`src/rtl/sr_latch_driver.sv`:
```
// Clocked S/R pulse driver for the gate-level SR latch: fixed-width pulses, guard gap, one pending slot.
// Define SR_LATCH_DRIVER_CHECK_EN to add the CHECK state and Q/NQ feedback fault detection.
module sr_latch_driver #(
    parameter int PULSE_W = 4,
    parameter int GUARD_W = 2
) (
    input  logic clk,
    input  logic rst,
    input  logic set_req,
    input  logic clr_req,
    output logic S,
    output logic R,
    output logic busy,
    output logic done,
    output logic state_exp,
    input  logic Q_fb,
    input  logic NQ_fb,
    output logic fault
);

    localparam int MAX_W = (PULSE_W > GUARD_W) ? PULSE_W : GUARD_W;
    localparam int CNT_W = $clog2(MAX_W + 1);
    localparam logic [CNT_W-1:0] CNT_ZERO   = CNT_W'(0);
    localparam logic [CNT_W-1:0] CNT_ONE    = CNT_W'(1);
    localparam logic [CNT_W-1:0] PULSE_LOAD = CNT_W'(PULSE_W - 1);
    localparam logic [CNT_W-1:0] GUARD_LOAD = CNT_W'(GUARD_W - 1);

    typedef enum logic [1:0] {
        ST_IDLE  = 2'd0,
        ST_PULSE = 2'd1,
        ST_GUARD = 2'd2,
        ST_CHECK = 2'd3
    } state_t;

    state_t           r_state;
    logic [CNT_W-1:0] r_cnt;
    logic             r_op;
    logic             r_pend_v;
    logic             r_pend_op;
    logic             r_s;
    logic             r_r;
    logic             r_busy;
    logic             r_done;
    logic             r_state_exp;
    logic             r_fault;

    state_t           w_state_nxt;
    logic [CNT_W-1:0] w_cnt_nxt;
    logic             w_op_nxt;
    logic             w_pend_v_nxt;
    logic             w_pend_op_nxt;
    logic             w_done_nxt;
    logic             w_state_exp_nxt;
    logic             w_fault_nxt;
    logic             w_req;
    logic             w_req_op;

    // Clear dominates a simultaneous set; op value 1 means set.
    assign w_req    = set_req | clr_req;
    assign w_req_op = ~clr_req;

    // Next-state, counter, pending slot and status computation.
    always_comb begin
        w_state_nxt     = r_state;
        w_cnt_nxt       = r_cnt;
        w_op_nxt        = r_op;
        w_pend_v_nxt    = r_pend_v;
        w_pend_op_nxt   = r_pend_op;
        w_done_nxt      = 1'b0;
        w_state_exp_nxt = r_state_exp;
        w_fault_nxt     = r_fault;

        if ((r_state != ST_IDLE) && w_req) begin
            w_pend_v_nxt  = 1'b1;
            w_pend_op_nxt = w_req_op;
        end else begin
            w_pend_v_nxt  = r_pend_v;
            w_pend_op_nxt = r_pend_op;
        end

        case (r_state)
            ST_IDLE: begin
                if (w_req) begin
                    w_state_nxt  = ST_PULSE;
                    w_cnt_nxt    = PULSE_LOAD;
                    w_op_nxt     = w_req_op;
                    w_pend_v_nxt = 1'b0;
                end else if (r_pend_v) begin
                    w_state_nxt  = ST_PULSE;
                    w_cnt_nxt    = PULSE_LOAD;
                    w_op_nxt     = r_pend_op;
                    w_pend_v_nxt = 1'b0;
                end else begin
                    w_state_nxt = ST_IDLE;
                end
            end
            ST_PULSE: begin
                if (r_cnt == CNT_ZERO) begin
                    w_state_nxt = ST_GUARD;
                    w_cnt_nxt   = GUARD_LOAD;
                end else begin
                    w_cnt_nxt = r_cnt - CNT_ONE;
                end
            end
            ST_GUARD: begin
                if (r_cnt == CNT_ZERO) begin
`ifdef SR_LATCH_DRIVER_CHECK_EN
                    w_state_nxt = ST_CHECK;
`else
                    w_state_nxt = ST_IDLE;
`endif
                end else begin
                    w_cnt_nxt = r_cnt - CNT_ONE;
                end
            end
            ST_CHECK: begin
                w_state_nxt = ST_IDLE;
            end
            default: begin
                w_state_nxt = ST_IDLE;
            end
        endcase

`ifdef SR_LATCH_DRIVER_CHECK_EN
        w_done_nxt = (w_state_nxt == ST_CHECK);
        // state_exp was already updated on entry to CHECK, so it is the value to verify.
        if ((r_state == ST_CHECK) &&
            ((Q_fb != r_state_exp) || (NQ_fb != ~r_state_exp) || (Q_fb == NQ_fb))) begin
            w_fault_nxt = 1'b1;
        end else begin
            w_fault_nxt = r_fault;
        end
`else
        w_done_nxt  = (w_state_nxt == ST_GUARD) && (w_cnt_nxt == CNT_ZERO);
        w_fault_nxt = 1'b0;
`endif

        if (w_done_nxt) begin
            w_state_exp_nxt = w_op_nxt;
        end else begin
            w_state_exp_nxt = r_state_exp;
        end
    end

`ifndef SR_LATCH_DRIVER_CHECK_EN
    logic w_unused_fb;
    assign w_unused_fb = Q_fb ^ NQ_fb;
`endif

    // State and registered outputs; S and R derive from one op bit so they are never both high.
    always_ff @(posedge clk) begin
        if (rst) begin
            r_state     <= ST_IDLE;
            r_cnt       <= CNT_ZERO;
            r_op        <= 1'b0;
            r_pend_v    <= 1'b0;
            r_pend_op   <= 1'b0;
            r_s         <= 1'b0;
            r_r         <= 1'b0;
            r_busy      <= 1'b0;
            r_done      <= 1'b0;
            r_state_exp <= 1'b0;
            r_fault     <= 1'b0;
        end else begin
            r_state     <= w_state_nxt;
            r_cnt       <= w_cnt_nxt;
            r_op        <= w_op_nxt;
            r_pend_v    <= w_pend_v_nxt;
            r_pend_op   <= w_pend_op_nxt;
            r_s         <= (w_state_nxt == ST_PULSE) & w_op_nxt;
            r_r         <= (w_state_nxt == ST_PULSE) & ~w_op_nxt;
            r_busy      <= (w_state_nxt != ST_IDLE);
            r_done      <= w_done_nxt;
            r_state_exp <= w_state_exp_nxt;
            r_fault     <= w_fault_nxt;
        end
    end

    assign S         = r_s;
    assign R         = r_r;
    assign busy      = r_busy;
    assign done      = r_done;
    assign state_exp = r_state_exp;
    assign fault     = r_fault;

endmodule

```
`config.mk`:
```
export PLATFORM = sky130hd
export DESIGN_NAME = sr_latch_driver
export DESIGN_NICKNAME = d
export VERILOG_FILES = /design/src/rtl/sr_latch_driver.sv
export SDC_FILE = /design/constraint.sdc
export NUM_CORES = 1
export LEC_CHECK = 0
export BUFFER_PORTS_ARGS = -buffer_cell sky130_fd_sc_hd__buf_2
export CAP_MARGIN = 5
export CORE_UTILIZATION = 30
export DETAILED_ROUTE_END_ITERATION = 6
export PLACE_DENSITY = 0.48
export SYNTH_ARGS = -nofsm -noshare
export SYNTH_HDL_FRONTEND = slang
export SYNTH_SLANG_ARGS = --single-unit
```
`constraint.sdc`:
```
create_clock -name clk -period 5.65 [get_ports clk]
set_clock_uncertainty 0.15 [all_clocks]
set_input_delay 0.565 -clock clk [delete_from_list [all_inputs] [get_ports clk]]
set_output_delay 0.565 -clock clk [all_outputs]
set_load 0.01 [all_outputs]
```
==> results of run 1 <==
## layer usage
metal | vias up | GRT usage (%) | part of all wire, %
li1 | 278 | - | -
met1 | 238 | 13.3 | 51
met2 | 5 | 17.1 | 45
met3 | 2 | 3.14 | 2.4
met4 | 0 | 5.88 | 1.1
met5 | - | 0 | 0
## worst min path at each step
| stage | startpoint | cells after the start | to |
|---|---|---|---|
| finish | state_exp | 2 | state_exp |
| global route | state_exp | 2 | state_exp |
| CTS | state_exp | 2 | state_exp |
| detailed placement | state_exp | 2 | state_exp |
| global placement | state_exp | 2 | state_exp |
| floorplan | state_exp | 2 | state_exp |
## cell usage after synthesis, drive strengths merged, types with 2 or more instances
cell type	number	area share, %
o21ai	2	2.1
o31ai	2	2.3
nor3	4	3.1
buf	3	3.4
inv	5	2.9
nand2	3	1.7
dfxtp	13	40
a21oi	7	5.9
ha	3	5.7
nor2	9	5.2
or3	2	2.7
nor2b	4	3.8
## layout make-up
cell class,count,area share [%]
multi-input cells,53,47.8
well taps,27,4.65
repair buffers,8,5.51
inverters,5,2.58
clock buffers,4,3.61
flip-flops and latches,13,35.8
## cell families after synthesis
group                    Yosys count  synth area share, %
AND/OR/NAND/NOR                   29                 24.3
buffers and inverters              9                 6.90
adder cells (fa/ha/maj)            4                 7.28
XOR/XNOR                           1                 1.34
other                              1                0.574
AO/OA/AOI/OAI                     18                 19.7
flip-flops                        13                 39.8
## stage by stage
step / utilization, % / area [um2] / setup slack (ns) / power, mW / hold WS [ns]
after detailed placement: 35.0 / 701 / 3.24 / 0.203 / 0.315
after floorplan: - / 653 / 3.46 / 0.187 / 0.343
after global routing: 36.3 / 727 / 3.10 / 0.278 / 0.354
after global placement: 35.0 / 701 / 3.27 / 0.203 / 0.307
final: 36.3 / 727 / 3.26 / 0.255 / 0.322
after CTS: 36.3 / 727 / 3.23 / 0.260 / 0.326
## power breakdown
group / internal (mW) / switching, mW
combinational: 0.0376 / 0.0446
sequential: 0.105 / 0.0121
clock: 0.0273 / 0.0285
## worst max-delay path, delay by kind of cell, from the launching register on
kind	cells	cell delay, ns
buf+inv	2	0.19
fa+ha+maj	2	0.46
flops	1	0.31
compound gates	3	0.35
simple gates	2	0.86
## sequential cells by signal, summed over array words and instances (netlist names)
| signal | count |
|---|---|
| S | 1 |
| r_cnt | 3 |
| state_exp | 1 |
| done | 1 |
| busy | 1 |
| r_state | 2 |
| r_pend_v | 1 |
| R | 1 |
| r_op | 1 |
| r_pend_op | 1 |
==> flow_summary.json, run 1 <==
{
  "status": "completed",
  "r2r_end": "state_exp",
  "netlist_area_um2": 653,
  "drc": 0,
  "cp_slowest_stage_delay_ns": 0.51,
  "clk_pin_slew_ns": 0.07,
  "critPathLaunchType": "flop",
  "ir_drop_v": 0.000154,
  "crit_arrival_ns": 2.45,
  "worst-setup-path-type": "flop to flop",
  "die_area_mm2": 0.00237,
  "grt_pass1_vias": 462,
  "critPathCapture": "state_exp",
  "layout_common_cells": "13 x dfxtp_1, 9 x nor2_1, 8 x buf_2, 6 x a21oi_1, 5 x inv_1",
  "start_util_pct": 32.6,
  "totalWireLength_um": 1120,
  "worstPathCellList": "inv_1 -> ha_1 -> nor2b_1 -> inv_1 -> ha_1 -> o2bb2ai_1 -> a21oi_2 -> or4_1 -> a21oi_1",
  "synth-main-ff-cell": "dfxtp_1",
  "h-tree-depth": 1,
  "multi_input_area_um2": 348,
  "fmax_mhz": 418,
  "ys_seq_elements": 13,
  "clockBufferDepth": 2,
  "drive_above_1_share_pct": 18.1,
  "drt_iter0_markers": 7,
  "syn_area_per_cell_um2": 8.71,
  "dr.pass1.iters": 2,
  "yosys_warnings": 0,
  "startpoint": "r_cnt[0]",
  "nNetsFinal": 93,
  "hold_class": "flop to flop",
  "diodes": 0,
  "endpoint_kind": "flop",
  "netlist_instances": 75,
  "wl_per_cell_um": 10.2,
  "power.density_mw_per_mm2": 351,
  "cts_buffers": 3,
  "required_ns": 5.70,
  "synthArstFlopShare_pct": 0,
  "critPathSlowestCell": "or4_1",
  "drt-vias-per-instance": 4.75,
  "rows": 16,
  "max-cap-violations": 0,
  "rr_startpoint": "r_cnt[0]",
  "grt_use_total_pct": 10.9,
  "ctsResizeCount": 0,
  "crit_fanout": 6,
  "fin_crit_sh_pct": 42.4,
  "dp.cells": 106,
  "clock_sinks": 13,
  "clockRootBuffer": "clkbuf_4",
  "grt_setup_unrepaired": "no",
  "clk_latency_ns": 0.27,
  "antenna_found_initial": 0,
  "ff2ff_path_depth": 9,
  "io_buffers": 8,
  "grt_start_max_net_pins": 13,
  "die_y_um": 48.7,
  "rrSetupSlack_ns": 3.26,
  "chipWidth_um": 48.7,
  "io_pins": 12,
  "post_cts_buffers": 0,
  "seq_area_um2": 260,
  "tns_ns": 0,
  "cts_tree": "yes",
  "ys_types": 33,
  "overflow": 0,
  "area_growth_pct": 11.3,
  "synth_nets": 84,
  "hold_viol_final": 0,
  "fillers": 220,
  "cts_hold_buf": 0,
  "grt_pass1_wl_um": 1950,
  "final_cells": 110,
  "period_needed_ns": 2.39,
  "hpwl_um": 856,
  "coreArea_mm2": 0.00200,
  "setup_violations": 0,
  "drtAntennaViolNets": 0,
  "vias": 523,
  "synth_edf_count": 0,
  "total_leakage_power_nw": 0.302,
  "ys_seq_area_share_pct": 39.8,
  "final_common_cell": "dfxtp_1",
  "finalMaxSlewViolations": 0,
  "place_congestion": 0.687
}
No activity file was read; power rests on OpenSTA's default activity.
==> run 2, diff against run 1 <==
--- a/config.mk
+++ b/config.mk
@@ -9,7 +9,7 @@
 export CAP_MARGIN = 5
 export CORE_UTILIZATION = 30
 export DETAILED_ROUTE_END_ITERATION = 6
-export PLACE_DENSITY = 0.48
+export PLACE_DENSITY = 0.5
 export SYNTH_ARGS = -nofsm -noshare
 export SYNTH_HDL_FRONTEND = slang
 export SYNTH_SLANG_ARGS = --single-unit
==> constraint.sdc (replaced) <==
create_clock -name clk -period 2 [get_ports clk]
set_clock_uncertainty 0.15 [all_clocks]
set_input_delay 0.2 -clock clk [delete_from_list [all_inputs] [get_ports clk]]
set_output_delay 0.2 -clock clk [all_outputs]
set_load 0.01 [all_outputs]
==> flow_summary.json, run 2 (synthesized netlist as in run 1, its figures left out) <==
{
  "diodes": 0,
  "worst-setup-path-type": "flop to flop",
  "endpoint_kind": "flop",
  "fmax_mhz": 515,
  "io_buffers": 8,
  "h-tree-depth": 1,
  "grt_use_total_pct": 12.6,
  "dp.cells": 113,
  "regMostFlops": "r_cnt",
  "hold_viol_final": 0,
  "period_needed_ns": 1.94,
  "finalMaxSlewViolations": 0,
  "rows": 16,
  "critPathSlowestCell": "or4_1",
  "nNetsFinal": 102,
  "rrSetupSlack_ns": 0.06,
  "status": "completed",
  "hold_slack_ns": 0.0766,
  "critPathLaunchType": "flop",
  "clockRootBuffer": "clkbuf_4",
  "drt-vias-per-instance": 4.69,
  "cts_buffers": 3,
  "die_area_mm2": 0.00237,
  "layout_common_cells": "11 x dfxtp_1, 8 x nor2_1, 8 x buf_2, 8 x buf_4, 4 x a21oi_1",
  "clk_pin_slew_ns": 0.08,
  "die_y_um": 48.7,
  "drtAntennaViolNets": 0,
  "dr.pass1.iters": 4,
  "fin_crit_sh_pct": 97.2,
  "final_util_pct": 44.0,
  "vias": 558,
  "clk_latency_ns": 0.27,
  "power.density_mw_per_mm2": 970,
  "clock_sinks": 13,
  "place_congestion": 0.706,
  "largest_reg_flops": 3,
  "hpwl_um": 960,
  "finalWorstSetupSlack_ns": 0.0567,
  "crit_arrival_ns": 2.01,
  "totalWireLength_um": 1310,
  "overflow": 0,
  "grt_setup_unrepaired": "yes",
  "chipWidth_um": 48.7,
  "grt_start_max_net_pins": 12,
  "io_pins": 12,
  "hold_class": "primary input to flop",
  "drt_iter0_markers": 9,
  "ir_drop_v": 0.000433,
  "crit_top_cell": "a21oi_2",
  "grt_pass1_vias": 541,
  "crit_family": "simple AND/OR/NAND/NOR gates",
  "wl_per_cell_um": 11.0,
  "antenna_found_initial": 0,
  "grt_pass1_wl_um": 2280,
  "drc": 0,
  "max-cap-violations": 0,
  "fin_area_um2": 881,
  "clockBufferDepth": 2,
  "final_cells": 119,
  "dp_slack_ns": 0.0155,
  "area_growth_pct": 34.9,
  "final_common_cell": "dfxtp_1",
  "cts_tree": "yes",
  "worstPathCellList": "inv_2 -> ha_4 -> buf_4 -> nor3_2 -> a21oi_2 -> a2bb2oi_2 -> or4_1 -> a21oi_2",
  "dpl_cell_area_um2": 779,
  "crit_fanout": 3,
  "coreArea_mm2": 0.00200,
  "start_util_pct": 32.6,
  "crit_buf_inv": 2,
  "required_ns": 2.07,
  "top_regs": "r_cnt (3), r_state (2)",
  "total_leakage_power_nw": 0.354,
  "cp_slowest_stage_delay_ns": 0.53,
  "drive_above_1_share_pct": 43.5,
  "setup_violations": 0
}
[run 2: cell types whose count changed in the layout (fill, tap and decap cells not counted), moves of 2 or more]
cell / before / now
a21oi_1: 6 / 4
a21oi_2: 1 / 3
buf_4: 0 / 8
dfxtp_1: 13 / 11
dfxtp_2: 0 / 2
ha_1: 3 / 0
ha_4: 0 / 2
inv_1: 5 / 2
inv_2: 0 / 3
o31ai_1: 2 / 0
[run 2: worst paths after layout]
check | from | endpoint | depth (start not counted)
worst max-delay path | r_cnt[0] | state_exp | 8
worst min-delay path | rst | state_exp | 2
worst max register to register | r_cnt[0] | state_exp | 8
worst min register to register | state_exp | state_exp | 2
[run 2: worst register-to-register path, stage by stage (launching register included)]
cell and delay (ns):
dfxtp_2 0.34, inv_2 0.05, ha_4 0.15, buf_4 0.13, nor3_2 0.19, a21oi_2 0.05, a2bb2oi_2 0.17, or4_1 0.53
a21oi_2 0.13
[run 2: report_power, final]
part | internal, mW | total, mW | switching [mW] | leakage [nW]
Clock | 0.0773 | 0.160 | 0.0827 | 0.0150
Combinational | 0.182 | 0.359 | 0.177 | 0.232
Sequential | 0.300 | 0.335 | 0.0358 | 0.108
[run 2: repair_timing]
action | in CTS | in global routing
hold endpoints to repair | 1 | 0
pin swaps | 6 | 2
resized for setup | 2 | 11
buffers inserted | 1 | 0
endpoints found under the setup margin | 1 | 1
cloned | 0 | 0
hold buffers | 1 | 0
[run 2: final cells by class]
cell class	instances	area (um2)
fill	206	1120
multi-input combinational	53	429
sequential	13	263
timing repair buffer	17	110
tap	27	33.8
clock buffer	4	26.3
inverter	5	18.8
[run 2: routing by layer]
metal  GRT usage, %  part of all wire (%)  up-vias
met1           15.8                    48      252
met5              0                     0        -
met2           20.4                    48        6
met4           5.88                   1.8        0
met3           2.83                   2.1        4
li1               -                     -      296
[run 2: stage by stage]
step,power (mW),setup TNS (ns)
finish,0.854,0
global route,0.929,-0.0580
CTS,0.820,0
detailed placement,0.646,0
global placement,0.645,0
floorplan,0.552,0
==> run 3, diff against run 2 <==
--- a/config.mk
+++ b/config.mk
@@ -7,9 +7,9 @@
 export LEC_CHECK = 0
 export BUFFER_PORTS_ARGS = -buffer_cell sky130_fd_sc_hd__buf_2
 export CAP_MARGIN = 5
-export CORE_UTILIZATION = 30
+export CORE_UTILIZATION = 46
 export DETAILED_ROUTE_END_ITERATION = 6
-export PLACE_DENSITY = 0.5
+export PLACE_DENSITY = 0.71
 export SYNTH_ARGS = -nofsm -noshare
 export SYNTH_HDL_FRONTEND = slang
 export SYNTH_SLANG_ARGS = --single-unit
==> flow_summary.json, run 3 (synthesized netlist as in run 1, its figures left out) <==
{
  "period_needed_ns": 1.92,
  "power_frac_seq_pct": 41.7,
  "dpl_cell_area_um2": 749,
  "nNetsFinal": 99,
  "die_area_mm2": 0.00157,
  "fmax_mhz": 520,
  "drive_above_1_share_pct": 39.3,
  "power.density_mw_per_mm2": 993,
  "grt_use_total_pct": 19.0,
  "hold_viol_final": 0,
  "holdCritStartpoint": "rst",
  "regMostFlops": "r_cnt",
  "final_util_pct": 62.0,
  "r2r_end": "state_exp",
  "final_common_cell": "dfxtp_1",
  "endpoint_kind": "flop",
  "layout_common_cells": "9 x dfxtp_1, 8 x nor2_1, 8 x buf_2, 6 x a21oi_1, 5 x buf_4",
  "drc": 0,
  "clock_power_share_pct": 19.2,
  "grt_pass1_wl_um": 1980,
  "chipWidth_um": 39.7,
  "hold_slack_ns": 0.0828,
  "clock_sinks": 13,
  "grt_start_max_net_pins": 13,
  "required_ns": 2.05,
  "power_switching_mw": 0.273,
  "fin_crit_sh_pct": 96.1,
  "grt_setup_unrepaired": "yes",
  "die_y_um": 39.7,
  "place_congestion": 0.780,
  "antenna_found_initial": 0,
  "drt-vias-per-instance": 5.10,
  "ir_drop_v": 0.000612,
  "status": "completed",
  "total_power_mw": 0.812,
  "cts_buffers": 3,
  "io_buffers": 8,
  "wl_per_cell_um": 11.4,
  "clk_pin_slew_ns": 0.07,
  "setup_violations": 0,
  "io_pins": 12,
  "rr_startpoint": "r_cnt[0]",
  "finalMaxSlewViolations": 0,
  "vias": 530,
  "hold_class": "primary input to flop",
  "hpwl_um": 915,
  "critPathLaunchType": "flop",
  "crit_arrival_ns": 1.98,
  "p_int_mw": 0.538,
  "crit_fanout": 4,
  "rows": 13,
  "largest_reg_flops": 3,
  "fin_area_um2": 817,
  "drt_iter0_markers": 6,
  "coreArea_mm2": 0.00132,
  "h-tree-depth": 1,
  "cts_tree": "yes",
  "grt_pass1_vias": 466,
  "totalWireLength_um": 1190,
  "area_growth_pct": 25.1,
  "min_path_cells": 2,
  "clockBufferDepth": 2,
  "hold_path_end": "r_cnt[1]",
  "top_regs": "r_cnt (3), r_state (2)",
  "ff2ff_path_depth": 8,
  "overflow": 0,
  "clk_latency_ns": 0.27,
  "worst-setup-path-type": "flop to flop",
  "diodes": 0,
  "total_leakage_power_nw": 0.339,
  "power_frac_comb_pct": 39.0,
  "rrSetupSlack_ns": 0.08,
  "p_sw_share_pct": 33.7,
  "clockRootBuffer": "clkbuf_4",
  "dr.pass1.iters": 6,
  "post_cts_buffers": 0,
  "drtAntennaViolNets": 0,
  "max-cap-violations": 0,
  "start_util_pct": 49.6
}
-- run 3: changes by cell type in the layout (fill, tap and decap cells not counted), sizes merged --
cell,change
buf,-3
-- run 3: worst max-delay path: stages (launching register included) --
cell	delay, ns
dfxtp_2	0.34
inv_2	0.05
buf_4	0.14
ha_2	0.20
nor3_2	0.11
a21oi_1	0.07
a2bb2oi_2	0.16
or4_1	0.51
a21oi_1	0.13
-- run 3: through the flow --
step | worst slack (ns) | TNS (ns) | instances
detailed placement | 0.00442 | 0 | 99
global placement | 0.0277 | 0 | 99
floorplan | 0.00797 | 0 | 75
CTS | 0.0410 | 0 | 104
global route | -0.0150 | -0.0150 | 104
finish | 0.0772 | 0 | 104
-- run 3: final cells by class --
class | count | area (um2)
well taps | 15 | 18.8
repair buffers | 14 | 87.6
fillers | 118 | 500
inverters | 5 | 18.8
flip-flops and latches | 13 | 265
multi-input cells | 53 | 400
clock buffers | 4 | 26.3
-- run 3: worst max-delay path by stage --
| stage | from | to | slack (ns) |
|---|---|---|---|
| after detailed placement | r_cnt[1] | state_exp | 0.004 |
| after global placement | r_cnt[1] | state_exp | 0.03 |
| after floorplan | r_cnt[0] | state_exp | 0.008 |
| after global routing | r_cnt[1] | state_exp | -0.01 |
| after CTS | r_cnt[1] | state_exp | 0.04 |
| final | r_cnt[0] | state_exp | 0.08 |
-- run 3: power by group through the flow --
stage	sequential (mW)	combinational [mW]	clock (mW)
after global placement	0.339	0.289	0
after detailed placement	0.341	0.295	0
final	0.339	0.317	0.156
after CTS	0.336	0.310	0.164
after floorplan	0.330	0.222	0
after global routing	0.345	0.359	0.172
-- run 3: timing repair --
item | 4_1_cts | 5_1_grt
hold buffers | 1 | 0
endpoints found under the setup margin | 1 | 2
endpoints found under the hold margin | 1 | 0
pin swaps | 4 | 2
resized for setup | 5 | 5
-- run 3: layer usage --
| metal | track usage (%) | wire (um) | vias up |
|---|---|---|---|
| li1 | - | - | 289 |
| met1 | 25.0 | 567 | 235 |
| met2 | 31.1 | 595 | 6 |
| met3 | 3.41 | 23 | 0 |
| met4 | 5.17 | 0 | 0 |
| met5 | 0 | 0 | - |
